`src/rtl/framebuffer_scanout_if.sv`:
```
// ----------------------------------------------------------------------------
// framebuffer_scanout_if
//
// Bundles every non-clock signal of framebuffer_scanout:
//   - framebuffer read port : fb_rd_addr (scanout -> RAM), fb_rd_data (RAM -> scanout)
//   - frame handshake       : display_buf, render_buf, frame_start (scanout -> renderer),
//                             frame_done (renderer -> scanout)
//   - video output          : pixel_out, hsync, vsync, de
//   - status                : missed_frames
//
// Modports:
//   master - the scanout block (drives address, video, handshake outputs)
//   slave  - the environment (framebuffer RAM, video_generator, display)
// ----------------------------------------------------------------------------
interface framebuffer_scanout_if #(
    parameter int DATA_BITS = 16,
    parameter int ADDR_BITS = 14
);
    logic [ADDR_BITS-1:0] fb_rd_addr;
    logic [DATA_BITS-1:0] fb_rd_data;
    logic                 display_buf;
    logic                 render_buf;
    logic                 frame_start;
    logic                 frame_done;
    logic [DATA_BITS-1:0] pixel_out;
    logic                 hsync;
    logic                 vsync;
    logic                 de;
    logic [7:0]           missed_frames;

    modport master (
        output fb_rd_addr,
        input  fb_rd_data,
        output display_buf,
        output render_buf,
        output frame_start,
        input  frame_done,
        output pixel_out,
        output hsync,
        output vsync,
        output de,
        output missed_frames
    );

    modport slave (
        input  fb_rd_addr,
        output fb_rd_data,
        input  display_buf,
        input  render_buf,
        input  frame_start,
        output frame_done,
        input  pixel_out,
        input  hsync,
        input  vsync,
        input  de,
        input  missed_frames
    );
endinterface

```
`src/rtl/framebuffer_scanout.sv`:
```
// ----------------------------------------------------------------------------
// framebuffer_scanout
//
// Streams a double-buffered framebuffer to a raster display. Each framebuffer
// pixel is replicated SCALE times horizontally and vertically. The block also
// owns buffer selection and the frame handshake with the renderer: it pulses
// frame_start at vblank and only swaps buffers once the renderer has signalled
// frame_done (rising edge) for the frame in flight.
//
// Ports:
//   clk  - pixel clock
//   rst  - asynchronous reset, active low
//   bus  - framebuffer_scanout_if.master
//            fb_rd_addr/fb_rd_data : RAM read port, data 1 clk after address
//            display_buf/render_buf: buffer being scanned / being rendered
//            frame_start           : 1-clk pulse, a new frame may be rendered
//            frame_done            : renderer finished level (edge-detected)
//            pixel_out/hsync/vsync/de : video, all 2 clk behind the counters
//            missed_frames         : saturating count of vblanks while busy
// ----------------------------------------------------------------------------
module framebuffer_scanout #(
    parameter int DISPLAY_WIDTH         = 100,
    parameter int DISPLAY_HEIGHT        = 100,
    parameter int SCALE                 = 4,
    parameter int H_ACTIVE              = 640,
    parameter int H_FP                  = 16,
    parameter int H_SYNC                = 96,
    parameter int H_BP                  = 48,
    parameter int V_ACTIVE              = 480,
    parameter int V_FP                  = 10,
    parameter int V_SYNC                = 2,
    parameter int V_BP                  = 33,
    parameter bit SYNC_ACTIVE_LOW       = 1'b1,
    parameter int FRAMEBUFFER_DATA_BITS = 16,
    parameter int FRAMEBUFFER_ADDR_BITS = $clog2(DISPLAY_WIDTH*DISPLAY_HEIGHT)
) (
    input  logic                 clk,
    input  logic                 rst,
    framebuffer_scanout_if.master bus
);
    localparam int H_TOTAL = H_ACTIVE + H_FP + H_SYNC + H_BP;
    localparam int V_TOTAL = V_ACTIVE + V_FP + V_SYNC + V_BP;
    localparam int HW      = $clog2(H_TOTAL + 1);
    localparam int VW      = $clog2(V_TOTAL + 1);
    localparam int SW      = (SCALE > 1) ? $clog2(SCALE) : 1;
    localparam int AW      = FRAMEBUFFER_ADDR_BITS;

    localparam logic [HW-1:0] H_LAST       = HW'(H_TOTAL - 1);
    localparam logic [HW-1:0] H_ACT        = HW'(H_ACTIVE);
    localparam logic [HW-1:0] H_IMG        = HW'(DISPLAY_WIDTH * SCALE);
    localparam logic [HW-1:0] H_SYNC_START = HW'(H_ACTIVE + H_FP);
    localparam logic [HW-1:0] H_SYNC_END   = HW'(H_ACTIVE + H_FP + H_SYNC);
    localparam logic [VW-1:0] V_LAST       = VW'(V_TOTAL - 1);
    localparam logic [VW-1:0] V_ACT        = VW'(V_ACTIVE);
    localparam logic [VW-1:0] V_IMG        = VW'(DISPLAY_HEIGHT * SCALE);
    localparam logic [VW-1:0] V_SYNC_START = VW'(V_ACTIVE + V_FP);
    localparam logic [VW-1:0] V_SYNC_END   = VW'(V_ACTIVE + V_FP + V_SYNC);
    localparam logic [SW-1:0] S_LAST       = SW'(SCALE - 1);
    localparam logic [AW-1:0] ROW_STEP     = AW'(DISPLAY_WIDTH);
    localparam logic          SYNC_IDLE    = SYNC_ACTIVE_LOW ? 1'b1 : 1'b0;

    localparam logic [1:0] ST_IDLE = 2'd0;
    localparam logic [1:0] ST_BUSY = 2'd1;
    localparam logic [1:0] ST_DONE = 2'd2;

    // ---------------- raster and address counters ----------------
    // sx/x and sy/row_base track (h, v) so that no division is needed:
    // x = h / SCALE and row_base = (v / SCALE) * DISPLAY_WIDTH.
    logic [HW-1:0] h_reg, x_reg;
    logic [VW-1:0] v_reg;
    logic [SW-1:0] sx_reg, sy_reg;
    logic [AW-1:0] row_base_reg;   // may wrap below the image; only used inside it

    always_ff @(posedge clk or negedge rst) begin
        if (!rst) begin
            h_reg        <= '0;
            v_reg        <= '0;
            sx_reg       <= '0;
            x_reg        <= '0;
            sy_reg       <= '0;
            row_base_reg <= '0;
        end else if (h_reg == H_LAST) begin
            h_reg  <= '0;
            sx_reg <= '0;
            x_reg  <= '0;
            if (v_reg == V_LAST) begin
                v_reg        <= '0;
                sy_reg       <= '0;
                row_base_reg <= '0;
            end else begin
                v_reg <= v_reg + 1'b1;
                if (sy_reg == S_LAST) begin
                    sy_reg       <= '0;
                    row_base_reg <= row_base_reg + ROW_STEP;
                end else begin
                    sy_reg <= sy_reg + 1'b1;
                end
            end
        end else begin
            h_reg <= h_reg + 1'b1;
            if (sx_reg == S_LAST) begin
                sx_reg <= '0;
                x_reg  <= x_reg + 1'b1;
            end else begin
                sx_reg <= sx_reg + 1'b1;
            end
        end
    end

    logic in_img, de_now, hs_now, vs_now, vblank;
    assign in_img = (h_reg < H_IMG) && (v_reg < V_IMG);
    assign de_now = (h_reg < H_ACT) && (v_reg < V_ACT);
    assign hs_now = ((h_reg >= H_SYNC_START) && (h_reg < H_SYNC_END)) ^ SYNC_IDLE;
    assign vs_now = ((v_reg >= V_SYNC_START) && (v_reg < V_SYNC_END)) ^ SYNC_IDLE;
    assign vblank = (h_reg == '0) && (v_reg == V_ACT);

    // ---------------- address register and 2-stage alignment ----------------
    // Stage 1: address register. Stage 2: RAM latency. Outside the image the
    // address is parked at 0 so the RAM is never read out of range.
    logic [AW-1:0] addr_reg;
    logic [1:0]    img_d_reg, de_d_reg, hs_d_reg, vs_d_reg;

    always_ff @(posedge clk or negedge rst) begin
        if (!rst) begin
            addr_reg  <= '0;
            img_d_reg <= '0;
            de_d_reg  <= '0;
            hs_d_reg  <= {2{SYNC_IDLE}};
            vs_d_reg  <= {2{SYNC_IDLE}};
        end else begin
            addr_reg  <= in_img ? (row_base_reg + AW'(x_reg)) : '0;
            img_d_reg <= {img_d_reg[0], in_img};
            de_d_reg  <= {de_d_reg[0], de_now};
            hs_d_reg  <= {hs_d_reg[0], hs_now};
            vs_d_reg  <= {vs_d_reg[0], vs_now};
        end
    end

    assign bus.fb_rd_addr = addr_reg;
    assign bus.pixel_out  = img_d_reg[1] ? bus.fb_rd_data : '0;
    assign bus.de         = de_d_reg[1];
    assign bus.hsync      = hs_d_reg[1];
    assign bus.vsync      = vs_d_reg[1];

    // ---------------- render handshake FSM ----------------
    // fd_prev resets to 1 so a frame_done level already high at release
    // is not mistaken for a completion.
    logic [1:0] state_reg;
    logic       fd_prev_reg, fd_rise;
    logic       display_buf_reg, frame_start_reg;
    logic [7:0] missed_reg;

    assign fd_rise = bus.frame_done & ~fd_prev_reg;

    always_ff @(posedge clk or negedge rst) begin
        if (!rst) begin
            state_reg       <= ST_IDLE;
            fd_prev_reg     <= 1'b1;
            display_buf_reg <= 1'b0;
            frame_start_reg <= 1'b0;
            missed_reg      <= '0;
        end else begin
            fd_prev_reg     <= bus.frame_done;
            frame_start_reg <= 1'b0;
            case (state_reg)
                ST_IDLE: begin
                    if (vblank) begin
                        frame_start_reg <= 1'b1;
                        state_reg       <= ST_BUSY;
                    end
                end
                ST_BUSY: begin
                    // A completion coinciding with vblank wins: no miss is
                    // counted and the swap waits for the next vblank.
                    if (fd_rise) begin
                        state_reg <= ST_DONE;
                    end else if (vblank && (missed_reg != 8'hFF)) begin
                        missed_reg <= missed_reg + 8'd1;
                    end
                end
                ST_DONE: begin
                    if (vblank) begin
                        display_buf_reg <= ~display_buf_reg;
                        frame_start_reg <= 1'b1;
                        state_reg       <= ST_BUSY;
                    end
                end
                default: state_reg <= ST_IDLE;
            endcase
        end
    end

    assign bus.display_buf   = display_buf_reg;
    assign bus.render_buf    = ~display_buf_reg;
    assign bus.frame_start   = frame_start_reg;
    assign bus.missed_frames = missed_reg;
endmodule
```
`src/flat_wrapper.sv`:
```
// flat-port wrapper written by rule: the top's interface ports become plain ports
module framebuffer_scanout_flat 
#(
    parameter int DISPLAY_WIDTH         = 100,
    parameter int DISPLAY_HEIGHT        = 100,
    parameter int SCALE                 = 4,
    parameter int H_ACTIVE              = 640,
    parameter int H_FP                  = 16,
    parameter int H_SYNC                = 96,
    parameter int H_BP                  = 48,
    parameter int V_ACTIVE              = 480,
    parameter int V_FP                  = 10,
    parameter int V_SYNC                = 2,
    parameter int V_BP                  = 33,
    parameter bit SYNC_ACTIVE_LOW       = 1'b1,
    parameter int FRAMEBUFFER_DATA_BITS = 16,
    parameter int FRAMEBUFFER_ADDR_BITS = $clog2(DISPLAY_WIDTH*DISPLAY_HEIGHT)
)
  (clk, rst, bus_fb_rd_addr, bus_fb_rd_data, bus_display_buf, bus_render_buf, bus_frame_start, bus_frame_done, bus_pixel_out, bus_hsync, bus_vsync, bus_de, bus_missed_frames);
  framebuffer_scanout_if bus_i ();
  input  logic clk;
  input  logic rst;
  output wire logic [$bits(bus_i.fb_rd_addr)-1:0] bus_fb_rd_addr;
  input wire logic [$bits(bus_i.fb_rd_data)-1:0] bus_fb_rd_data;
  output wire logic [$bits(bus_i.display_buf)-1:0] bus_display_buf;
  output wire logic [$bits(bus_i.render_buf)-1:0] bus_render_buf;
  output wire logic [$bits(bus_i.frame_start)-1:0] bus_frame_start;
  input wire logic [$bits(bus_i.frame_done)-1:0] bus_frame_done;
  output wire logic [$bits(bus_i.pixel_out)-1:0] bus_pixel_out;
  output wire logic [$bits(bus_i.hsync)-1:0] bus_hsync;
  output wire logic [$bits(bus_i.vsync)-1:0] bus_vsync;
  output wire logic [$bits(bus_i.de)-1:0] bus_de;
  output wire logic [$bits(bus_i.missed_frames)-1:0] bus_missed_frames;
  assign bus_fb_rd_addr = bus_i.fb_rd_addr;
  assign bus_i.fb_rd_data = bus_fb_rd_data;
  assign bus_display_buf = bus_i.display_buf;
  assign bus_render_buf = bus_i.render_buf;
  assign bus_frame_start = bus_i.frame_start;
  assign bus_i.frame_done = bus_frame_done;
  assign bus_pixel_out = bus_i.pixel_out;
  assign bus_hsync = bus_i.hsync;
  assign bus_vsync = bus_i.vsync;
  assign bus_de = bus_i.de;
  assign bus_missed_frames = bus_i.missed_frames;
  framebuffer_scanout #(.DISPLAY_WIDTH(DISPLAY_WIDTH), .DISPLAY_HEIGHT(DISPLAY_HEIGHT), .SCALE(SCALE), .H_ACTIVE(H_ACTIVE), .H_FP(H_FP), .H_SYNC(H_SYNC), .H_BP(H_BP), .V_ACTIVE(V_ACTIVE), .V_FP(V_FP), .V_SYNC(V_SYNC), .V_BP(V_BP), .SYNC_ACTIVE_LOW(SYNC_ACTIVE_LOW), .FRAMEBUFFER_DATA_BITS(FRAMEBUFFER_DATA_BITS), .FRAMEBUFFER_ADDR_BITS(FRAMEBUFFER_ADDR_BITS)) u_core (.clk(clk), .rst(rst), .bus(bus_i));
endmodule
```
`config.mk`:
```
export PLATFORM = sky130hd
export DESIGN_NAME = framebuffer_scanout_flat
export DESIGN_NICKNAME = d
export VERILOG_FILES = /design/src/rtl/framebuffer_scanout_if.sv /design/src/rtl/framebuffer_scanout.sv /design/src/flat_wrapper.sv
export SDC_FILE = /design/constraint.sdc
export NUM_CORES = 1
export LEC_CHECK = 0
export CORE_MARGIN = 2
export CORE_UTILIZATION = 50
export DETAILED_ROUTE_END_ITERATION = 7
export GPL_ROUTABILITY_DRIVEN = 0
export PLACE_DENSITY = 0.81
export SETUP_SLACK_MARGIN = 0.2
export SLEW_MARGIN = 20
export SYNTH_ARGS = -nofsm -noshare
export SYNTH_HDL_FRONTEND = slang
export SYNTH_SLANG_ARGS = --single-unit
export TNS_END_PERCENT = 5
```
`constraint.sdc`:
```
create_clock -name clk -period 3.6 [get_ports clk]
set_input_delay 0.72 -clock clk [delete_from_list [all_inputs] [get_ports clk]]
set_output_delay 0.72 -clock clk [all_outputs]
set_load 0.02 [all_outputs]
```
Yosys cells after proc, flatten, opt, wreduce, memory -nomap -nowiden:

Index checks and enable logic that the tools add are counted.

* register bits after elaboration: 83
* input port bits: 19
* output and inout bits: 44
* word-level logic and storage cells: 80

* add/sub/neg operators: 8
* magnitude comparators: 8
* equal/unequal tests: 10
* mux-type cells: 17
* bitwise logic cells: 6
* reduce and logical (&&, ||, !) cells: 15

Operators with widths (count)
* two-way mux 14 bit: 3
* less-than comparator 10 x 9 -> 1 bit (second input constant): 4
* two-way mux 10 bit: 4
* adder 10 x 1 -> 10 bit (second input constant): 3
* == test 10 bit (second input constant): 2
* less-than comparator 10 bit (second input constant): 2
* two-way mux 16 bit: 1
* adder 14 x 10 -> 14 bit: 1
* adder 14 x 7 -> 14 bit (second input constant): 1
* two-way mux 2 bit: 6
* == test 10 x 9 -> 1 bit (second input constant): 1
* greater-or-equal comparator 10 bit (second input constant): 1
* greater-or-equal comparator 10 x 9 -> 1 bit (second input constant): 1
* logical NOT 10 bit: 1
* adder 8 x 1 -> 8 bit (second input constant): 1
* != test 8 bit (second input constant): 1
* == test 2 bit (second input constant): 3
* logical AND 1 bit: 6
* AND reduction 2 bit: 3
* NOT 1 bit: 5
* adder 2 x 1 -> 2 bit (second input constant): 2
* != test 2 x 1 -> 1 bit (second input constant): 2
* one-hot mux 2 bit (2 select lines): 1
* nonzero test 2 bit: 2
* other kinds (6): 7

Longest topological paths before layout:

* depth after elaboration: 4
* gate-level depth with buffers: 8
* depth with buffers taken out: 6

Worst setup path after synthesis:

No wires, ideal clock.

* path kind: flip-flop to flip-flop
* from: reg u_core.row_base_reg[5]
* to: reg u_core.addr_reg[10], in the netlist u_core.bus.fb_rd_addr[10]
* library setup time: 0.067 ns
* arrival: 1.804 ns
* data required time: 3.533 ns
* path slack: 1.729 ns
* stages on the path, launching flop included: 6
* path buffers: 0
* clock period less this slack: 1.871 ns
* path through: dfrtp_1 -> ha_1 -> a21o_1 -> a22o_1 -> o41ai_1 -> o311a_1

* cells in the longest elaborated chain, start to end: 2

RTL lines
* from (decl): RTL line framebuffer_scanout.sv:72 `logic [AW-1:0] row_base_reg;`
* from (signal assigned): RTL line framebuffer_scanout.sv:94 `row_base_reg <= row_base_reg + ROW_STEP;`
* adder 14 x 10 -> 14 bit: RTL line framebuffer_scanout.sv:131 `addr_reg <= in_img ? (row_base_reg + AW'(x_reg)) : '0;`
* two-way mux 14 bit: RTL line framebuffer_scanout.sv:131
* to (signal assigned): RTL line framebuffer_scanout.sv:131
* to (decl): RTL line framebuffer_scanout.sv:120 `logic [AW-1:0] addr_reg;`

No other way between the ends.
A chain may end at the register's enable or synchronous reset.

Final worst setup path:

* from: in bus_fb_rd_data[2]
* to: out bus_pixel_out[2]

* cells in the longest elaborated chain, start to end: 1

RTL lines
* from (decl): RTL line flat_wrapper.sv:24 `input wire logic [$bits(bus_i.fb_rd_data)-1:0] bus_fb_rd_data;`
* two-way mux 16 bit: RTL line framebuffer_scanout.sv:140 `assign bus.pixel_out = img_d_reg[1] ? bus.fb_rd_data : '0;`
* to (decl): RTL line flat_wrapper.sv:29 `output wire logic [$bits(bus_i.pixel_out)-1:0] bus_pixel_out;`

No other way between the ends.

==> results.md <==
* Status: complete, no violations
* Share of layout cells above drive strength 1 at 9.034%
* Drt first pass iters at 5
* Arrival time worst endpoint at 1900 ps
* Cell row count at 33
* Maximum number of pins on one net before global-route repair at 82
* Crit-path max cell delay at 600 ps
* Hold depth at 0
* Global-route wire length before repair at 14.84 mm
* Antenna cells at 0
* Setup WS post-layout at 981.6 ps
* CP Capture Type: primary output
* Most common flop cell mapped by yosys: dfrtp_1
* Hold slack at 354.8 ps
* Worst-path cell chain: clkdlybuf4s50_1 -> and2_1 -> clkdlybuf4s50_1
* Register bit total from synthesis at 81
* Lkg Pwr at 2.257 nW
* Most Frequent Cell on Critical Path: clkdlybuf4s50_1
* Vias in the first global route at 3085
* Clock Sink Count at 81
* Cells after Synth at 410
* Clock Tree Buf Depth at 2
* Num ports at 63
* Synth cell types at 62
* Die Y at 96.43 µm
* Clk slew on worst S/H paths at 100 ps
* Syn. warnings at 0
* Max FFs per register at 14
* DR vias at 3321
* Worst Tran Pin Value at 721.9 ps
* Dpl ws at 976.2 ps
* Routed wire length at 8.615 mm
* Post-route ant nets at 0
* Total grt overflow at 0
* Max VDD drop at 0.0001953 V
* Sequential Power Share at 56.4%
* Critical Path RT at 2880 ps
* Avg Inst Size Synth at 10.42 µm²
* Setup TNS at 0 ps
* Hold/Removal Path Class: flop to flop
* Slew Limit Headroom at 51.74%
* Remaining DRCs at 0
* Power per cell area at 313.5 nW/µm²
* Via-to-Cell Ratio at 5.716
* Sw frac at 25.11%
* Post-Route Skew at 15.08 ps
* Most frequent cells in the layout: 76 x dfrtp_1, 61 x clkdlybuf4s50_1, 25 x nor2_1, 25 x o21ai_0, 24 x nand2_1
* Switching power total at 0.4055 mW
* Power share of the combinational group at 4.6%
* Initial Util at 51.73%
* Wire per inst at 14.83 µm
* PortBufs at 62
* Endpoints failing setup at 0
* Die width at 96.43 µm
* Clk pwr share at 39.1%
* Post-DP HPWL at 6.108 mm
* Post-CTS resize count at 0
* Syn Nets at 446
* Root Driver: clkbuf_8
* Final Critical Period at 2618 ps
* Final nets at 507
* Async set-reset flop share out of synthesis at 100.0%
* DRT iter0 DRCs at 319
* Critical Path Fanout Max at 1
* Core ar. at 8258 µm²
* CTS hold repair buffers at 0
* Final Hold Violating Endpoints at 0
* Final Cycle Share at 72.73%
* Setup Buffers After CTS at 0
* EDFF count, synth at 0
* CTS Buf Count at 9
* Post-Syn Area at 4272 µm²
* TritonCTS clock tree: yes
* Area grow syn2layout at 20.59%
* Register area share after synthesis at 47.60%
* Initial antenna violation count at 0
* Fmax at 381.9 MHz
* Max Cap Viol at 0
* Insertion delay to the later sink of the worst-skew pair at 370 ps
* CP max stage cell: clkdlybuf4s50_1
* Reg2Reg Depth at 6
* Commonest non-fill, non-tap cell in the layout: dfrtp_1
* Crit path launch type: primary input
* Critical setup path kind: primary input to primary output
* Unrepaired setup endpoints after global routing: false
* H-tree lvl count at 3
* Die area at 9299 µm²
* Slew Viols, Final at 0
* GRT Overall Usage at 20.54%
* Internal power at 1.210 mW
## worst max-delay path: cells and delay by family
| family | cells | cell delay, ps |
|---|---|---|
| AND/OR/NAND/NOR | 1 | 120 |
| buffers and inverters | 2 | 1050 |
## Yosys cell counts (3+ instances only)
cell type	instances	area share (%)
clkbuf_1	5	0.44
inv_1	14	1.2
nor4_1	7	1.0
o21ai_1	4	0.47
nor2_1	25	2.2
a21oi_1	8	0.94
or3_1	3	0.44
nand2b_1	6	0.88
dfrtp_1	76	45
and2_1	23	3.4
a211oi_1	5	0.88
and3_1	9	1.3
nor3_2	3	0.70
nor3b_1	3	0.53
dfstp_2	5	3.1
nand2_1	24	2.1
buf_2	7	0.82
xor2_1	18	3.7
nand4_1	10	1.5
a21o_1	7	1.2
nor3_1	11	1.3
o21ai_0	25	2.9
mux2i_1	9	2.1
nor2b_1	3	0.44
o21bai_1	3	0.53
ha_1	17	5.0
or2_2	3	0.44
a22o_1	6	1.2
or4b_1	4	0.94
nand3_1	17	2.0
xnor2_1	9	1.8
## final timing paths
check	startpoint	to	slack, ps
max	bus_fb_rd_data[2]	bus_pixel_out[2]	980
min	u_core.de_d_reg[0]	u_core.de_d_reg[1]	350
max reg2reg	u_core.v_reg[1]	u_core.sy_reg[1]	1240
min reg2reg	u_core.de_d_reg[0]	u_core.de_d_reg[1]	350
max in group asynchronous	rst	u_core.x_reg[7]	2740
min in group asynchronous	rst	u_core.h_reg[4]	390
## power groups by stage
stage	clock network [mW]	logic, mW	registers, mW
after CTS	0.644	0.0754	0.910
after global placement	0	0.0741	0.928
after floorplan	0	0.0199	0.928
after detailed placement	0	0.0754	0.928
final	0.631	0.0735	0.910
after global routing	0.687	0.0814	0.911
## routing by layer
layer,vias to the layer above,share of wire (%),global-route usage [%]
met3,13,5.4,2.715
met4,0,1.9,8.920
li1,1604,-,-
met1,1595,46,29.74
met5,-,0,0
met2,109,46,31.08
## area by class of cell
type                       count  area (µm²)
clock buffer                   9       123.9
multi-input combinational    301        2117
tap                          105       131.4
inverter                      15       56.30
sequential                    81        2033
fill                         682        3107
clock inverter                 7       60.06
timing repair buffer          63       629.4
## kinds of logic after synthesis
| family | synth area share, % |
|---|---|
| AO/OA/AOI/OAI | 12.54 |
| XOR/XNOR | 5.536 |
| adder cells (fa/ha/maj) | 4.979 |
| buffers and inverters | 2.841 |
| flip-flops | 47.60 |
| multiplexers | 2.373 |
| AND/OR/NAND/NOR | 24.14 |
## per-stage QoR
stage          power (mW)  area (µm²)  util (%)  instances
6_report            1.615        5151     62.38        581
5_1_grt             1.679        5151     62.38        581
4_1_cts             1.630        5147     62.33        581
3_5_place_dp        1.004        4964     60.11        565
3_3_place_gp        1.002        4964     60.11        565
2_1_floorplan      0.9483        4272         -        410
Note: power is estimated with default switching activity, not from simulation.
